$ cat config.mk
export PLATFORM = sky130hd
export DESIGN_NAME = instr_mem_loader
export DESIGN_NICKNAME = d
export VERILOG_FILES = /design/src/rtl/loader_pkg.sv /design/src/rtl/byte_packer.sv /design/src/rtl/instr_mem_loader.sv
export SDC_FILE = /design/constraint.sdc
export NUM_CORES = 1
export LEC_CHECK = 0
export ABC_AREA = 1
export CAP_MARGIN = 10
export CORE_ASPECT_RATIO = 0.75
export CORE_MARGIN = 5
export CORE_UTILIZATION = 34
export CTS_CLUSTER_DIAMETER = 120
export DETAILED_ROUTE_END_ITERATION = 6
export GPL_TIMING_DRIVEN = 0
export PLACE_DENSITY = 0.53
export SKIP_LAST_GASP = 1
export SYNTH_ARGS = -nofsm -noshare
export SYNTH_HDL_FRONTEND = slang
export SYNTH_SLANG_ARGS = --single-unit
$ cat constraint.sdc
create_clock -name clk -period 2.06 [get_ports clk]
set_input_delay 0.206 -clock clk [delete_from_list [all_inputs] [get_ports clk]]
set_output_delay 0.206 -clock clk [all_outputs]
set_load 0.005 [all_outputs]
$ cat src/rtl/loader_pkg.sv
// loader_pkg: shared types and constants for the instruction-memory loader.
//   - ByteW / WordW     : stream byte width and instruction word width
//   - DefaultDepth      : default instruction-memory capacity in words
//   - loader_state_e    : loader FSM states
// Optional feature: LOADER_CHECKSUM_EN adds the StChk state (checksum byte after data).
package loader_pkg;

  localparam int unsigned ByteW        = 8;
  localparam int unsigned WordW        = 32;
  localparam int unsigned BytesPerWord = WordW / ByteW;
  localparam int unsigned DefaultDepth = 128;

  typedef enum logic [2:0] {
    StIdle = 3'd0,
    StLen0 = 3'd1,
    StLen1 = 3'd2,
    StData = 3'd3,
`ifdef LOADER_CHECKSUM_EN
    StChk  = 3'd4,
`endif
    StDone = 3'd5
  } loader_state_e;

endpackage

$ cat src/rtl/byte_packer.sv
// byte_packer: assembles a big-endian 32-bit word from four consecutive bytes.
// Ports:
//   clk          : clock, rising edge
//   rst          : synchronous active-high reset (discards a partial word)
//   clear_i      : synchronous clear of the accumulator and byte counter
//   byte_valid_i : byte_i is consumed this cycle
//   byte_i       : incoming byte
//   word_o       : packed word, meaningful when word_valid_o is high
//   word_valid_o : the byte consumed this cycle completes a word (combinational pulse)
module byte_packer
  import loader_pkg::*;
(
  input  logic             clk,
  input  logic             rst,
  input  logic             clear_i,
  input  logic             byte_valid_i,
  input  logic [ByteW-1:0] byte_i,
  output logic [WordW-1:0] word_o,
  output logic             word_valid_o
);

  localparam int unsigned AccW = WordW - ByteW;

  logic [AccW-1:0] acc_q, acc_d;
  logic [1:0]      cnt_q, cnt_d;

  always_comb begin
    acc_d = acc_q;
    cnt_d = cnt_q;
    if (clear_i) begin
      acc_d = '0;
      cnt_d = '0;
    end else if (byte_valid_i) begin
      // The fourth byte leaves the accumulator empty for the next word.
      if (cnt_q == 2'd3) begin
        acc_d = '0;
      end else begin
        acc_d = {acc_q[AccW-ByteW-1:0], byte_i};
      end
      cnt_d = cnt_q + 2'd1;
    end
  end

  // Earlier bytes sit higher in the word, so the first byte lands in bits 31:24.
  assign word_o       = {acc_q, byte_i};
  assign word_valid_o = byte_valid_i && !clear_i && (cnt_q == 2'd3);

  always_ff @(posedge clk) begin
    if (rst) begin
      acc_q <= '0;
      cnt_q <= '0;
    end else begin
      acc_q <= acc_d;
      cnt_q <= cnt_d;
    end
  end

endmodule

$ cat src/rtl/instr_mem_loader.sv
// instr_mem_loader: loads a program byte stream into instruction memory while holding the CPU.
// Stream format: 16-bit word count N (high byte first), then 4*N data bytes packed big-endian,
// then (with LOADER_CHECKSUM_EN defined) one checksum byte equal to the XOR of the data bytes.
// Ports:
//   clk, rst            : clock and synchronous active-high reset
//   start               : one-cycle load request, honoured in idle/done only
//   in_data, in_valid   : byte stream input; in_ready accepts it
//   mem_we/addr/wdata   : instruction memory write port, one cycle after the 4th byte of a word
//   cpu_hold            : holds the processor while a load is in progress
//   done                : load finished (level, until next start or rst)
//   len_err             : declared word count exceeded DEPTH
//   chk_err             : checksum mismatch (tied low without LOADER_CHECKSUM_EN)
module instr_mem_loader
  import loader_pkg::*;
#(
  parameter int unsigned DEPTH     = DefaultDepth,
  parameter logic [31:0] BASE_ADDR = 32'd0
) (
  input  logic             clk,
  input  logic             rst,
  input  logic             start,
  input  logic [ByteW-1:0] in_data,
  input  logic             in_valid,
  output logic             in_ready,
  output logic             mem_we,
  output logic [31:0]      mem_addr,
  output logic [WordW-1:0] mem_wdata,
  output logic             cpu_hold,
  output logic             done,
  output logic             len_err,
  output logic             chk_err
);

  loader_state_e    state_q, state_d;
  logic [15:0]      len_q, len_d;
  logic [15:0]      word_cnt_q, word_cnt_d;
  logic             mem_we_q, mem_we_d;
  logic [31:0]      mem_addr_q, mem_addr_d;
  logic [WordW-1:0] mem_wdata_q, mem_wdata_d;
  logic             len_err_q, len_err_d;

  logic             xfer;
  logic [15:0]      len_full;
  logic             pk_clear;
  logic             pk_valid;
  logic [WordW-1:0] pk_word;
  logic             pk_word_valid;
  loader_state_e    after_data;

`ifdef LOADER_CHECKSUM_EN
  logic [ByteW-1:0] xor_q, xor_d;
  logic             chk_err_q, chk_err_d;
  assign after_data = StChk;
`else
  assign after_data = StDone;
`endif

  always_comb begin
    in_ready = 1'b0;
    unique case (state_q)
      StLen0, StLen1, StData: in_ready = 1'b1;
`ifdef LOADER_CHECKSUM_EN
      StChk:                  in_ready = 1'b1;
`endif
      default:                in_ready = 1'b0;
    endcase
  end

  assign xfer     = in_valid && in_ready;
  assign len_full = {len_q[15:8], in_data};
  assign pk_valid = xfer && (state_q == StData);

  byte_packer u_byte_packer (
    .clk          (clk),
    .rst          (rst),
    .clear_i      (pk_clear),
    .byte_valid_i (pk_valid),
    .byte_i       (in_data),
    .word_o       (pk_word),
    .word_valid_o (pk_word_valid)
  );

  always_comb begin
    state_d     = state_q;
    len_d       = len_q;
    word_cnt_d  = word_cnt_q;
    mem_we_d    = 1'b0;
    mem_addr_d  = mem_addr_q;
    mem_wdata_d = mem_wdata_q;
    len_err_d   = len_err_q;
    pk_clear    = 1'b0;
`ifdef LOADER_CHECKSUM_EN
    xor_d       = xor_q;
    chk_err_d   = chk_err_q;
`endif

    unique case (state_q)
      StIdle, StDone: begin
        if (start) begin
          state_d    = StLen0;
          len_d      = '0;
          word_cnt_d = '0;
          len_err_d  = 1'b0;
          pk_clear   = 1'b1;
`ifdef LOADER_CHECKSUM_EN
          xor_d      = '0;
          chk_err_d  = 1'b0;
`endif
        end
      end
      StLen0: begin
        if (xfer) begin
          len_d   = {in_data, 8'h00};
          state_d = StLen1;
        end
      end
      StLen1: begin
        if (xfer) begin
          len_d = len_full;
          if (32'(len_full) > DEPTH) begin
            len_err_d = 1'b1;
            state_d   = StDone;
          end else if (len_full == 16'd0) begin
            state_d = after_data;
          end else begin
            state_d = StData;
          end
        end
      end
      StData: begin
`ifdef LOADER_CHECKSUM_EN
        if (xfer) begin
          xor_d = xor_q ^ in_data;
        end
`endif
        if (pk_word_valid) begin
          mem_we_d    = 1'b1;
          mem_addr_d  = BASE_ADDR + 32'({word_cnt_q, 2'b00});
          mem_wdata_d = pk_word;
          word_cnt_d  = word_cnt_q + 16'd1;
          if (word_cnt_q == len_q - 16'd1) begin
            state_d = after_data;
          end
        end
      end
`ifdef LOADER_CHECKSUM_EN
      StChk: begin
        if (xfer) begin
          chk_err_d = (in_data != xor_q);
          state_d   = StDone;
        end
      end
`endif
      default: state_d = StIdle;
    endcase
  end

  always_ff @(posedge clk) begin
    if (rst) begin
      state_q     <= StIdle;
      len_q       <= '0;
      word_cnt_q  <= '0;
      mem_we_q    <= 1'b0;
      mem_addr_q  <= '0;
      mem_wdata_q <= '0;
      len_err_q   <= 1'b0;
    end else begin
      state_q     <= state_d;
      len_q       <= len_d;
      word_cnt_q  <= word_cnt_d;
      mem_we_q    <= mem_we_d;
      mem_addr_q  <= mem_addr_d;
      mem_wdata_q <= mem_wdata_d;
      len_err_q   <= len_err_d;
    end
  end

`ifdef LOADER_CHECKSUM_EN
  always_ff @(posedge clk) begin
    if (rst) begin
      xor_q     <= '0;
      chk_err_q <= 1'b0;
    end else begin
      xor_q     <= xor_d;
      chk_err_q <= chk_err_d;
    end
  end
  assign chk_err = chk_err_q;
`else
  assign chk_err = 1'b0;
`endif

  // A write registered on the edge before rst must not escape during the reset cycle.
  assign mem_we    = mem_we_q && !rst;
  assign mem_addr  = mem_addr_q;
  assign mem_wdata = mem_wdata_q;
  // The last write lands in the first done cycle, so the hold extends over it.
  assign cpu_hold  = ((state_q != StIdle) && (state_q != StDone)) || mem_we_q;
  assign done      = (state_q == StDone);
  assign len_err   = len_err_q;

endmodule
* Yosys cells after proc, flatten, opt, wreduce, memory -nomap -nowiden
Cells that the tools add are included.
** Word-level totals
- Flip-flop bits (word level) :: 111
- Input port bits :: 12
- Output and inout port bits :: 70
- Word-level logic and storage cells :: 78
** Cells by class
- $add $sub $neg :: 3
- Magnitude comparators :: 1
- Equality and inequality tests :: 13
- Muxes and demuxes :: 23
- Bitwise gates (word level) :: 2
- Reduce and logical (&&, ||, !) cells :: 26
** Operators with widths (count)
- $mux W16 :: 3
- $pmux W16 S3 :: 1
- $pmux W16 S2 :: 1
- $mux W24 :: 1
- $mux W3 :: 7
- $add A16 B1 Y16 const B :: 1
- $eq A16 B16 Y1 :: 1
- $gt A16 B8 Y1 const B :: 1
- $logic_not A16 Y1 :: 1
- $sub A16 B1 Y16 const B :: 1
- $pmux W3 S4 :: 1
- $reduce_and A4 Y1 :: 3
- $ne A2 B2 Y1 const B :: 5
- $mux W8 :: 1
- $mux W1 :: 7
- $eq A3 B2 Y1 const B :: 2
- $logic_and A1 B1 Y1 :: 6
- $reduce_bool A2 Y1 :: 3
- $reduce_bool A3 Y1 :: 2
- $reduce_or A2 Y1 :: 3
- $reduce_and A5 Y1 :: 1
- $eq A3 B1 Y1 const B :: 1
- $eq A3 B3 Y1 const B :: 1
- $logic_not A3 Y1 :: 1
- other kinds (11) :: 13

* Logic depth before layout (Yosys ltp)
Gate-level depths: netlist of run 1.
- Depth after elaboration :: 9
- Mapped depth :: 15
- Gate-level depth less buffers :: 15

* By module
Synthesis of run 1 repeated with hierarchy kept, for this count alone.
** Second synthesis, totals
- Cells, all modules :: 731
- Area, all modules :: 5407.7 um^2
** By module, submodules not included
- instr_mem_loader :: times used 1, cells an instance 604, area each 4257.8 um^2, seq. area each 1701.6 um^2
- byte_packer :: times used 1, cells an instance 127, area each 1149.9 um^2, seq. area each 520.5 um^2

* Least setup slack after synthesis of run 1
OpenSTA, ideal clock, no wires.
- Path type :: register to register
- Start point :: register len_q[0]
- End point :: register state_q[1]
- Setup time :: 0.121 ns
- Arrival time :: 1.608 ns
- Required time :: 1.939 ns
- Slack :: 0.331 ns
- Stages on the path, launching flop included :: 16
- Buffers on the path :: 0
- Clock period less this slack :: 1.729 ns
- Cells stage by stage :: dfxtp_1 inv_1 ha_1 nand2_1 nor2_1 nand2_1 nand2_1 nand2_1 nor2_1 nand2_1 nor2_1 nand3_1 nand2_1 nand3_1 nand2_1 nor2_1
** Between the ends
- Word-level cells in the longest chain between the ends :: 4
** RTL lines
- start, declared :: line instr_mem_loader.sv:35 : logic [15:0] len_q, len_d;
- start signal, assigned :: line instr_mem_loader.sv:169 : len_q <= len_d;
- $sub A16 B1 Y16 :: line instr_mem_loader.sv:141 : if (word_cnt_q == len_q - 16'd1) begin
- $eq A16 B16 Y1 :: line instr_mem_loader.sv:141
- $ne A2 B1 Y1 (no line)
- $reduce_and A5 Y1 (no line)
- end signal, assigned :: line instr_mem_loader.sv:160 : state_q <= StIdle;
- end signal, assigned :: line instr_mem_loader.sv:168 : state_q <= state_d;
- end, declared :: line instr_mem_loader.sv:34 : loader_state_e state_q, state_d;
Every way passes these cells.
A chain may end at the register's enable or synchronous reset.

* Final worst setup path of run 1
- Start point :: input rst
- End point :: output mem_we
** Between the ends
- Word-level cells in the longest chain between the ends :: 2
** RTL lines
- start, declared :: line instr_mem_loader.sv:20 : input logic rst,
- $logic_not A1 Y1 :: line instr_mem_loader.sv:194 : assign mem_we = mem_we_q && !rst;
- $logic_and A1 B1 Y1 :: line instr_mem_loader.sv:194
- end, declared :: line instr_mem_loader.sv:25 : output logic mem_we,
Every way passes these cells.

==> results.json, run 1 <==
{
  "swShare_pct": 36.5,
  "start_util_pct": 34.6,
  "vias": 4622,
  "final_layout_size_suffix_gt1_share_pct": 10.9,
  "syn_to_final_growth_pct": 27.2,
  "nets": 766,
  "synthDistinctLibCells": 42,
  "hold_buffers": 0,
  "dpl.cell_count": 936,
  "synth_top_cell_by_area": "dfxtp_1",
  "grt_max_degree": 18,
  "ys_ff_latch": 111,
  "switching_power_mw": 2.38,
  "finalPower_mw": 6.54,
  "sequentialPowerShare_pct": 37.2,
  "layout_commonest_cell": "dfxtp_1",
  "core-area_sq_um": 14500,
  "die_h_um": 115,
  "grt_overflow_total": 0,
  "wl_per_cell_um": 15.7,
  "postSynthCellCount": 656,
  "grt_usage_pct": 17.5,
  "critPathLaunchType": "primary input",
  "cts_tree": "done",
  "first_iter_violations": 334,
  "fin_crit_sh_pct": 96.8,
  "cts_made_buffers": 9,
  "routabilityCongestion": 0.884,
  "rsz0062_at_grt": "true",
  "cap_violations": 0,
  "routed_wl_um": 15000,
  "fin_crit_ns": 1.99,
  "die_x_um": 150,
  "clkTransAtPathRegs_ns": 0.07,
  "yosysWarnings": 0,
  "status": "finished, final reports clean",
  "fmax_ghz": 0.502,
  "skew_ns": 0.00569,
  "max_slew.worst_pin.slew_ns": 0.642,
  "combPwrFrac_pct": 34.2,
  "clkLatencyLatePin_ns": 0.35,
  "cp.required_ns": 1.85,
  "syn-cell-area_sq_um": 5000,
  "firstDrtPassIters": 5,
  "slew_viol_final": 0,
  "antenna_found_initial": 0,
  "dp_hpwl_um": 11400,
  "num_io_pins": 82,
  "maxSlewHeadroom_pct": 57.2,
  "clockPowerShare_pct": 28.6,
  "critPathCaptureType": "output port",
  "numPortBuffers": 64,
  "path_class": "in -> out",
  "cts_root_buf": "clkbuf_16",
  "rows": 38,
  "die-area_sq_um": 17300,
  "netlist.area_leader.share_pct": 44.4,
  "clock_sinks": 111,
  "cts_buffer_depth": 2,
  "power_density_nw_per_um2": 1030,
  "worst-r2r-setup-slack_ns": 0.10,
  "finalHoldViolCount": 0,
  "ys_seq_area_share_pct": 44.4,
  "synth.area.top_cells": "dfxtp_1, a21oi_1, nand2_1",
  "drc": 0,
  "antennaDiodeCount": 0,
  "vias_per_cell": 4.84,
  "cp_max_fo": 10,
  "p_int_mw": 4.16,
  "layout_common_cells": "dfxtp_1, a21oi_1, nand2_1, inv_1, clkdlybuf4s50_1",
  "grt_pass1_vias": 4384,
  "avgSynthCellArea_sq_um": 7.63,
  "finalSetupViolCount": 0,
  "stdcell_count": 955,
  "htreeDepth": 3,
  "worstPathArrival_ns": 1.79,
  "grt_pass1_wl_um": 23500,
  "irDropWorstVdd_uv": 432,
  "leakage_nw": 2.54,
  "hold_class": "in -> reg",
  "ant_nets": 0
}
==> metal layers <==
metal	track usage, %	wire, um	up-vias
li1	-	-	2331
met1	28.0	8080	2144
met2	23.8	5800	132
met3	3.51	922	15
met4	4.20	167	0
met5	0	0	-
==> path summary, 6_finish.rpt <==
check                                        startpoint       endpoint  cells past startpoint
worst max register to register               state_q[2]  word_cnt_q[9]                     10
worst min-delay path                           in_valid       len_q[7]                      3
worst min register to register  u_byte_packer.acc_q[18]  mem_wdata[26]                      2
worst max-delay path                                rst         mem_we                      4
==> through the flow <==
stage / util [%] / instance area (sq um) / TNS, ns / hold WS (ns) / worst slack [ns]
2_1_floorplan: - / 5060 / 0 / 0.367 / 0.331
3_3_place_gp: 41.2 / 5960 / -16.85 / 0.453 / -0.372
3_5_place_dp: 41.2 / 5960 / -17.57 / 0.456 / -0.403
4_1_cts: 43.5 / 6290 / 0 / 0.466 / 0.000583
5_1_grt: 44.1 / 6370 / -0.0812 / 0.451 / -0.0227
6_report: 44.1 / 6370 / 0 / 0.435 / 0.0665
==> registers in the layout (all words and copies together) (netlist names) <==
register / count
u_byte_packer.cnt_q: 2
len_q: 16
word_cnt_q: 16
len_err: 1
state_q: 3
mem_wdata: 32
mem_we_q: 1
mem_addr: 16
u_byte_packer.acc_q: 24
==> critical path, stage by stage <==
cell	delay (ns)
clkdlybuf4s50_1	0.52
clkbuf_1	0.44
nor2_1	0.14
clkdlybuf4s50_1	0.48
==> kinds of logic (layout without fill, tap and decap cells) <==
| logic type | Yosys count | in the layout | synth area share [%] |
|---|---|---|---|
| and+or+nand+nor | 200 | 200 | 17.7 |
| xor gates and xnor gates | 17 | 17 | 2.98 |
| AOI/OAI and AO/OA | 198 | 198 | 23.1 |
| other | 1 | 17 | 0.0749 |
| buffers and inverters | 126 | 209 | 11.0 |
| DFF | 111 | 111 | 44.4 |
| adders and majority gates | 3 | 3 | 0.750 |
==> Yosys cell counts <==
cell type    n
o21ai_0     57
inv_2        2
a211oi_2     2
o21a_1       1
clkinv_2     1
nor4_1       1
buf_6        1
nand2_1     79
o21ai_4      1
a21oi_1     93
nand2_2      5
conb_1       1
a31oi_1      1
a211oi_1    36
dfxtp_1    111
xnor2_1      2
o211ai_1     1
a21oi_4      2
a221oi_1     1
o21bai_1     1
ha_1         3
nand3_1     25
nor2_2       3
xor2_1      15
nor2_4       2
buf_2        2
nand2_4      1
clkbuf_1    24
o21ai_1      1
or2_2        1
o22ai_4      1
nand4_1      3
and2_1       1
and3_1       2
nor2_1      64
buf_1        2
inv_1       75
nand3b_1     4
nor3_1       8
clkinv_1     2
buf_4       17
nor4_4       1
==> cell type report <==
type	instances	area, sq um
buffer	45	249
clock buffer	12	267
clock inverter	3	50.0
fill	1497	8090
inverter	80	308
multi-input combinational	435	2340
sequential	111	2230
tap	200	250
timing repair buffer	69	681
==> repair_timing <==
| action | CTS | global route |
|---|---|---|
| pin swaps | 1 | 1 |
| setup buffers | 1 | 4 |
| setup endpoints to repair | 22 | 56 |
| resized for setup | 6 | 23 |
| gates cloned | 0 | 0 |
==> power by group through the flow <==
stage / Clock (mW) / Sequential, mW / Combinational (mW)
after floorplan: 0 / 2.43 / 1.60
after detailed placement: 0 / 2.47 / 2.13
after CTS: 1.90 / 2.42 / 2.17
final: 1.87 / 2.44 / 2.24
after global placement: 0 / 2.47 / 2.10
after global routing: 1.99 / 2.46 / 2.51
Note: power is estimated with default switching activity, not from simulation.
==> run 2, diff against run 1 <==
--- a/config.mk
+++ b/config.mk
@@ -8,9 +8,9 @@
 export ABC_AREA = 1
 export CAP_MARGIN = 10
 export CORE_ASPECT_RATIO = 0.75
-export CORE_MARGIN = 5
 export CORE_UTILIZATION = 34
 export CTS_CLUSTER_DIAMETER = 120
+export CTS_CLUSTER_SIZE = 30
 export DETAILED_ROUTE_END_ITERATION = 6
 export GPL_TIMING_DRIVEN = 0
 export PLACE_DENSITY = 0.53
==> run 2 against run 1 <==
Routed wire length down 0.81%. Combinational power up 2%. First-iteration DRC count down 2.1%. Via count down 0.17%. Largest power group unchanged. Non-clock buffer count up 1. Utilization up 1.4 points. Final area up 0.14%. Clock-buffer cell count down 2.
==> results.json, run 2 (same netlist as run 1, synthesis figures left out) <==
{
  "multi_input_area_sq_um": 2350,
  "clkLatencyLatePin_ns": 0.36,
  "critPathCaptureType": "flop",
  "hold_buffers": 0,
  "area.sequential_sq_um": 2230,
  "grt_usage_pct": 20.3,
  "post-route-util_pct": 45.5,
  "layout_commonest_cell": "dfxtp_1",
  "pre_cts_slack_ns": -0.387,
  "fill_cells": 1413,
  "cts_tree": "done",
  "grt_overflow_total": 0,
  "start_util_pct": 35.7,
  "finalSetupViolCount": 0,
  "fin_ws_ns": 0.146,
  "cp_max_fo": 8,
  "final_area_sq_um": 6380,
  "maxSlewHeadroom_pct": 63.9,
  "dp_hpwl_um": 11200,
  "path_class": "reg -> reg",
  "slew_viol_final": 0,
  "antenna_found_initial": 0,
  "firstDrtPassIters": 5,
  "cap_violations": 0,
  "crit_start": "state_q[1]",
  "htreeDepth": 3,
  "clockPowerShare_pct": 27.5,
  "nets": 767,
  "routed_wl_um": 14900,
  "die_h_um": 107,
  "switching_power_mw": 2.50,
  "dpl.cell_count": 931,
  "rsz0062_at_grt": "true",
  "cts_buffer_depth": 2,
  "vias_per_cell": 4.85,
  "cp.required_ns": 2.37,
  "layout_common_cells": "dfxtp_1, a21oi_1, nand2_1, inv_1, clkdlybuf4s50_1",
  "final_layout_size_suffix_gt1_share_pct": 11.5,
  "vias": 4614,
  "ant_nets": 0,
  "cts_made_buffers": 9,
  "leakage_nw": 2.53,
  "wl_per_cell_um": 15.6,
  "sequentialPowerShare_pct": 37.4,
  "finalPower_mw": 6.53,
  "routabilityCongestion": 0.909,
  "swShare_pct": 38.3,
  "grt_pass1_vias": 4329,
  "clock_sinks": 111,
  "stdcell_count": 952,
  "antennaDiodeCount": 0,
  "placed_area_sq_um": 5950,
  "numPortBuffers": 64,
  "clkTransAtPathRegs_ns": 0.08,
  "skew_ns": 0.0118,
  "r2r-start": "state_q[1]",
  "syn_to_final_growth_pct": 27.4,
  "worstHoldStart": "in_valid",
  "fmax_ghz": 0.523,
  "power_density_nw_per_um2": 1020,
  "num_io_pins": 82,
  "first_iter_violations": 327,
  "rows": 37,
  "max_slew.worst_pin.slew_ns": 0.541,
  "core-area_sq_um": 14000,
  "die-area_sq_um": 15200,
  "cts_root_buf": "clkbuf_16",
  "fin_crit_sh_pct": 92.9,
  "irDropWorstVdd_uv": 448,
  "hold_class": "in -> reg",
  "fin_crit_ns": 1.91,
  "combPwrFrac_pct": 35.1,
  "worstPathArrival_ns": 2.22,
  "largest_register_ffs": 32,
  "grt_pass1_wl_um": 23500,
  "p_int_mw": 4.03,
  "critPathLaunchType": "flop",
  "finalHoldViolCount": 0,
  "grt_max_degree": 22,
  "drc": 0,
  "die_x_um": 142,
  "status": "finished, final reports clean"
}
[run 2: power groups by stage]
stage                     Sequential (mW)  Clock (mW)  Combinational (mW)
final                                2.44        1.79                2.29
after global routing                 2.46        1.92                2.55
after CTS                            2.42        1.82                2.17
after detailed placement             2.47           0                2.14
after global placement               2.47           0                2.12
after floorplan                      2.43           0                1.60
[run 2: worst max-delay path, cell delays in order, from the launching register on]
cell	delay, ns
dfxtp_1	0.31
inv_1	0.08
nor2_4	0.13
nand2_2	0.12
nor2_4	0.13
nand2_2	0.13
nand2_4	0.14
nand2_2	0.09
nor4_4	0.24
buf_4	0.18
nand2_2	0.06
o21ai_1	0.10
and3_1	0.14
[run 2: through the flow]
| stage | TNS [ns] | hold WS [ns] |
|---|---|---|
| floorplan | 0 | 0.367 |
| global placement | -18.23 | 0.450 |
| detailed placement | -17.17 | 0.449 |
| CTS | -0.00562 | 0.462 |
| global route | -0.0126 | 0.431 |
| finish | 0 | 0.410 |
[run 2: worst paths after layout]
check / to / slack (ns) / cells past startpoint
worst max-delay path: word_cnt_q[13] / 0.15 / 12
worst min register to register: mem_wdata[24] / 0.46 / 2
worst max register to register: word_cnt_q[13] / 0.15 / 12
worst min-delay path: len_q[7] / 0.41 / 3
[run 2: layout make-up]
class	count	share of cell area (%)
repair buffers	70	10.8
clock inverters	6	1.14
inverters	80	4.79
well taps	195	3.83
multi-input cells	435	36.9
clock buffers	10	3.75
flip-flops and latches	111	34.9
plain buffers	45	3.94
[run 2: layer usage]
metal | vias up | global-route usage [%] | wire length [um]
met5 | - | 0 | 0
met4 | 0 | 3.46 | 114
met3 | 9 | 3.89 | 695
met2 | 107 | 28.0 | 5680
met1 | 2157 | 32.1 | 8360
li1 | 2341 | - | -
[run 2: repair_timing]
| item | in CTS | in global routing |
|---|---|---|
| resized for setup | 5 | 30 |
| buffers inserted | 1 | 5 |
| cloned | 0 | 0 |
| pin swaps | 1 | 4 |
| setup endpoints to repair | 16 | 72 |
==> run 3, diff against run 2 <==
==> constraint.sdc (replaced) <==
create_clock -name clk -period 2.25 [get_ports clk]
set_input_delay 0.225 -clock clk [delete_from_list [all_inputs] [get_ports clk]]
set_output_delay 0.225 -clock clk [all_outputs]
set_load 0.005 [all_outputs]
==> run 3 against run 2 <==
Clock-buffer cell count unchanged. Largest power group unchanged. Non-clock buffer count decreased by 5. Register-to-register slack improved by 0.05 ns. Final cell count decreased by 0.53%. Largest cell class unchanged. Clock skew increased by 0.0010 ns. Sequential share of layout area increased by 0.46 points. Final area decreased by 1.5%. Critical endpoint is now in_ready. Clock power decreased by 8%.
==> results.json, run 3 (same netlist as run 1, synthesis figures left out) <==
{
  "cp.required_ns": 2.03,
  "num_io_pins": 82,
  "htreeDepth": 3,
  "fin_setup_tns_ns": 0,
  "finalPower_mw": 5.88,
  "finalSetupViolCount": 0,
  "p_int_mw": 3.64,
  "start_util_pct": 35.7,
  "wl_per_cell_um": 15.6,
  "critPathLaunchType": "flop",
  "nets": 762,
  "timing.hold.ws_ns": 0.456,
  "combPwrFrac_pct": 34.3,
  "largest_register_ffs": 32,
  "dp_hpwl_um": 11200,
  "cts_made_buffers": 9,
  "fin_crit_ns": 2.13,
  "cap_violations": 0,
  "numPortBuffers": 64,
  "cts_buffer_depth": 2,
  "die_h_um": 107,
  "layout_commonest_cell": "dfxtp_1",
  "die-area_sq_um": 15200,
  "hold_class": "reg -> reg",
  "grt_overflow_total": 0,
  "swShare_pct": 38.2,
  "path_class": "reg -> out",
  "critPathCaptureType": "output port",
  "power_density_nw_per_um2": 936,
  "rsz0062_at_grt": "false",
  "routed_wl_um": 14800,
  "first_iter_violations": 336,
  "routabilityCongestion": 0.909,
  "post-route-util_pct": 44.8,
  "drc": 0,
  "fin_crit_sh_pct": 94.5,
  "fmax_ghz": 0.470,
  "max_slew.worst_pin.slew_ns": 0.696,
  "worstPathArrival_ns": 1.90,
  "sequentialPowerShare_pct": 37.8,
  "grt_pass1_wl_um": 23400,
  "grt_usage_pct": 20.2,
  "hold_buffers": 0,
  "cts_root_buf": "clkbuf_16",
  "r2r-start": "len_q[0]",
  "finalHoldViolCount": 0,
  "fin_ws_ns": 0.123,
  "final_area_sq_um": 6280,
  "maxSlewHeadroom_pct": 53.6,
  "vias_per_cell": 4.86,
  "vias": 4600,
  "r2r-end": "state_q[1]",
  "cts_tree": "done",
  "dpl.cell_count": 931,
  "switching_power_mw": 2.25,
  "layout_common_cells": "dfxtp_1, a21oi_1, nand2_1, inv_1, clkdlybuf4s50_1",
  "clkLatencyLatePin_ns": 0.36,
  "worstHoldStart": "u_byte_packer.acc_q[16]",
  "antennaDiodeCount": 0,
  "slew_viol_final": 0,
  "holdPathEnd": "mem_wdata[24]",
  "crit_start": "state_q[0]",
  "placed_area_sq_um": 5950,
  "irDropWorstVdd_uv": 405,
  "clockPowerShare_pct": 27.8,
  "syn_to_final_growth_pct": 25.5,
  "clkTransAtPathRegs_ns": 0.08,
  "worst-r2r-setup-slack_ns": 0.20,
  "status": "finished, final reports clean",
  "cts_setup_buffers": 0,
  "leakage_nw": 2.48,
  "firstDrtPassIters": 5,
  "die_x_um": 142,
  "rows": 37,
  "grt_max_degree": 22,
  "antenna_found_initial": 0,
  "grt_pass1_vias": 4303,
  "core-area_sq_um": 14000,
  "ant_nets": 0,
  "clock_sinks": 111,
  "final_layout_size_suffix_gt1_share_pct": 8.64,
  "worstHoldPathCells": 2,
  "cp_max_fo": 9,
  "skew_ns": 0.0128,
  "pre_cts_slack_ns": -0.216,
  "stdcell_count": 947,
  "r2r.worst_path.cells": 15,
  "ctsResizeCount": 0
}
[run 3: changes by cell type in the layout (fill, tap and decap cells not counted), moves of 4 or more]
cell | previous run | this run
clkbuf_2 | 7 | 3
buf_4 | 23 | 17
clkbuf_1 | 16 | 21
nor2_1 | 57 | 62
[run 3: critical path: stages, from the launching register on]
cell,delay (ns)
dfxtp_1,0.46
nand2_2,0.14
nor2_4,0.23
inv_2,0.12
nand2_1,0.09
clkdlybuf4s50_1,0.50
[run 3: layer usage]
layer,track usage (%),share of wire (%),up-vias
li1,-,-,2331
met1,32.1,56,2147
met2,27.7,38,114
met3,3.89,5.3,8
met4,3.46,0.74,0
met5,0,0,-
[run 3: worst max path at each step]
stage,cells past startpoint,endpoint
after floorplan,15,state_q[1]
after global placement,8,mem_wdata[24]
after detailed placement,8,mem_wdata[29]
after CTS,15,state_q[1]
after global routing,14,state_q[0]
final,5,in_ready
[run 3: power by group through the flow]
stage | sequential, mW | combinational (mW) | clock (mW)
2_1_floorplan | 2.22 | 1.47 | 0
3_3_place_gp | 2.26 | 1.94 | 0
3_5_place_dp | 2.26 | 1.96 | 0
4_1_cts | 2.22 | 1.96 | 1.67
5_1_grt | 2.24 | 2.27 | 1.76
6_report | 2.23 | 2.02 | 1.64
[run 3: area by class of cell]
| class | count | area [sq um] |
|---|---|---|
| sequential | 111 | 2220 |
| fill | 1404 | 7740 |
| multi-input combinational | 435 | 2310 |
| clock buffer | 10 | 239 |
| clock inverter | 6 | 72.6 |
| tap | 195 | 244 |
| buffer | 46 | 250 |
| timing repair buffer | 64 | 641 |
| inverter | 80 | 302 |
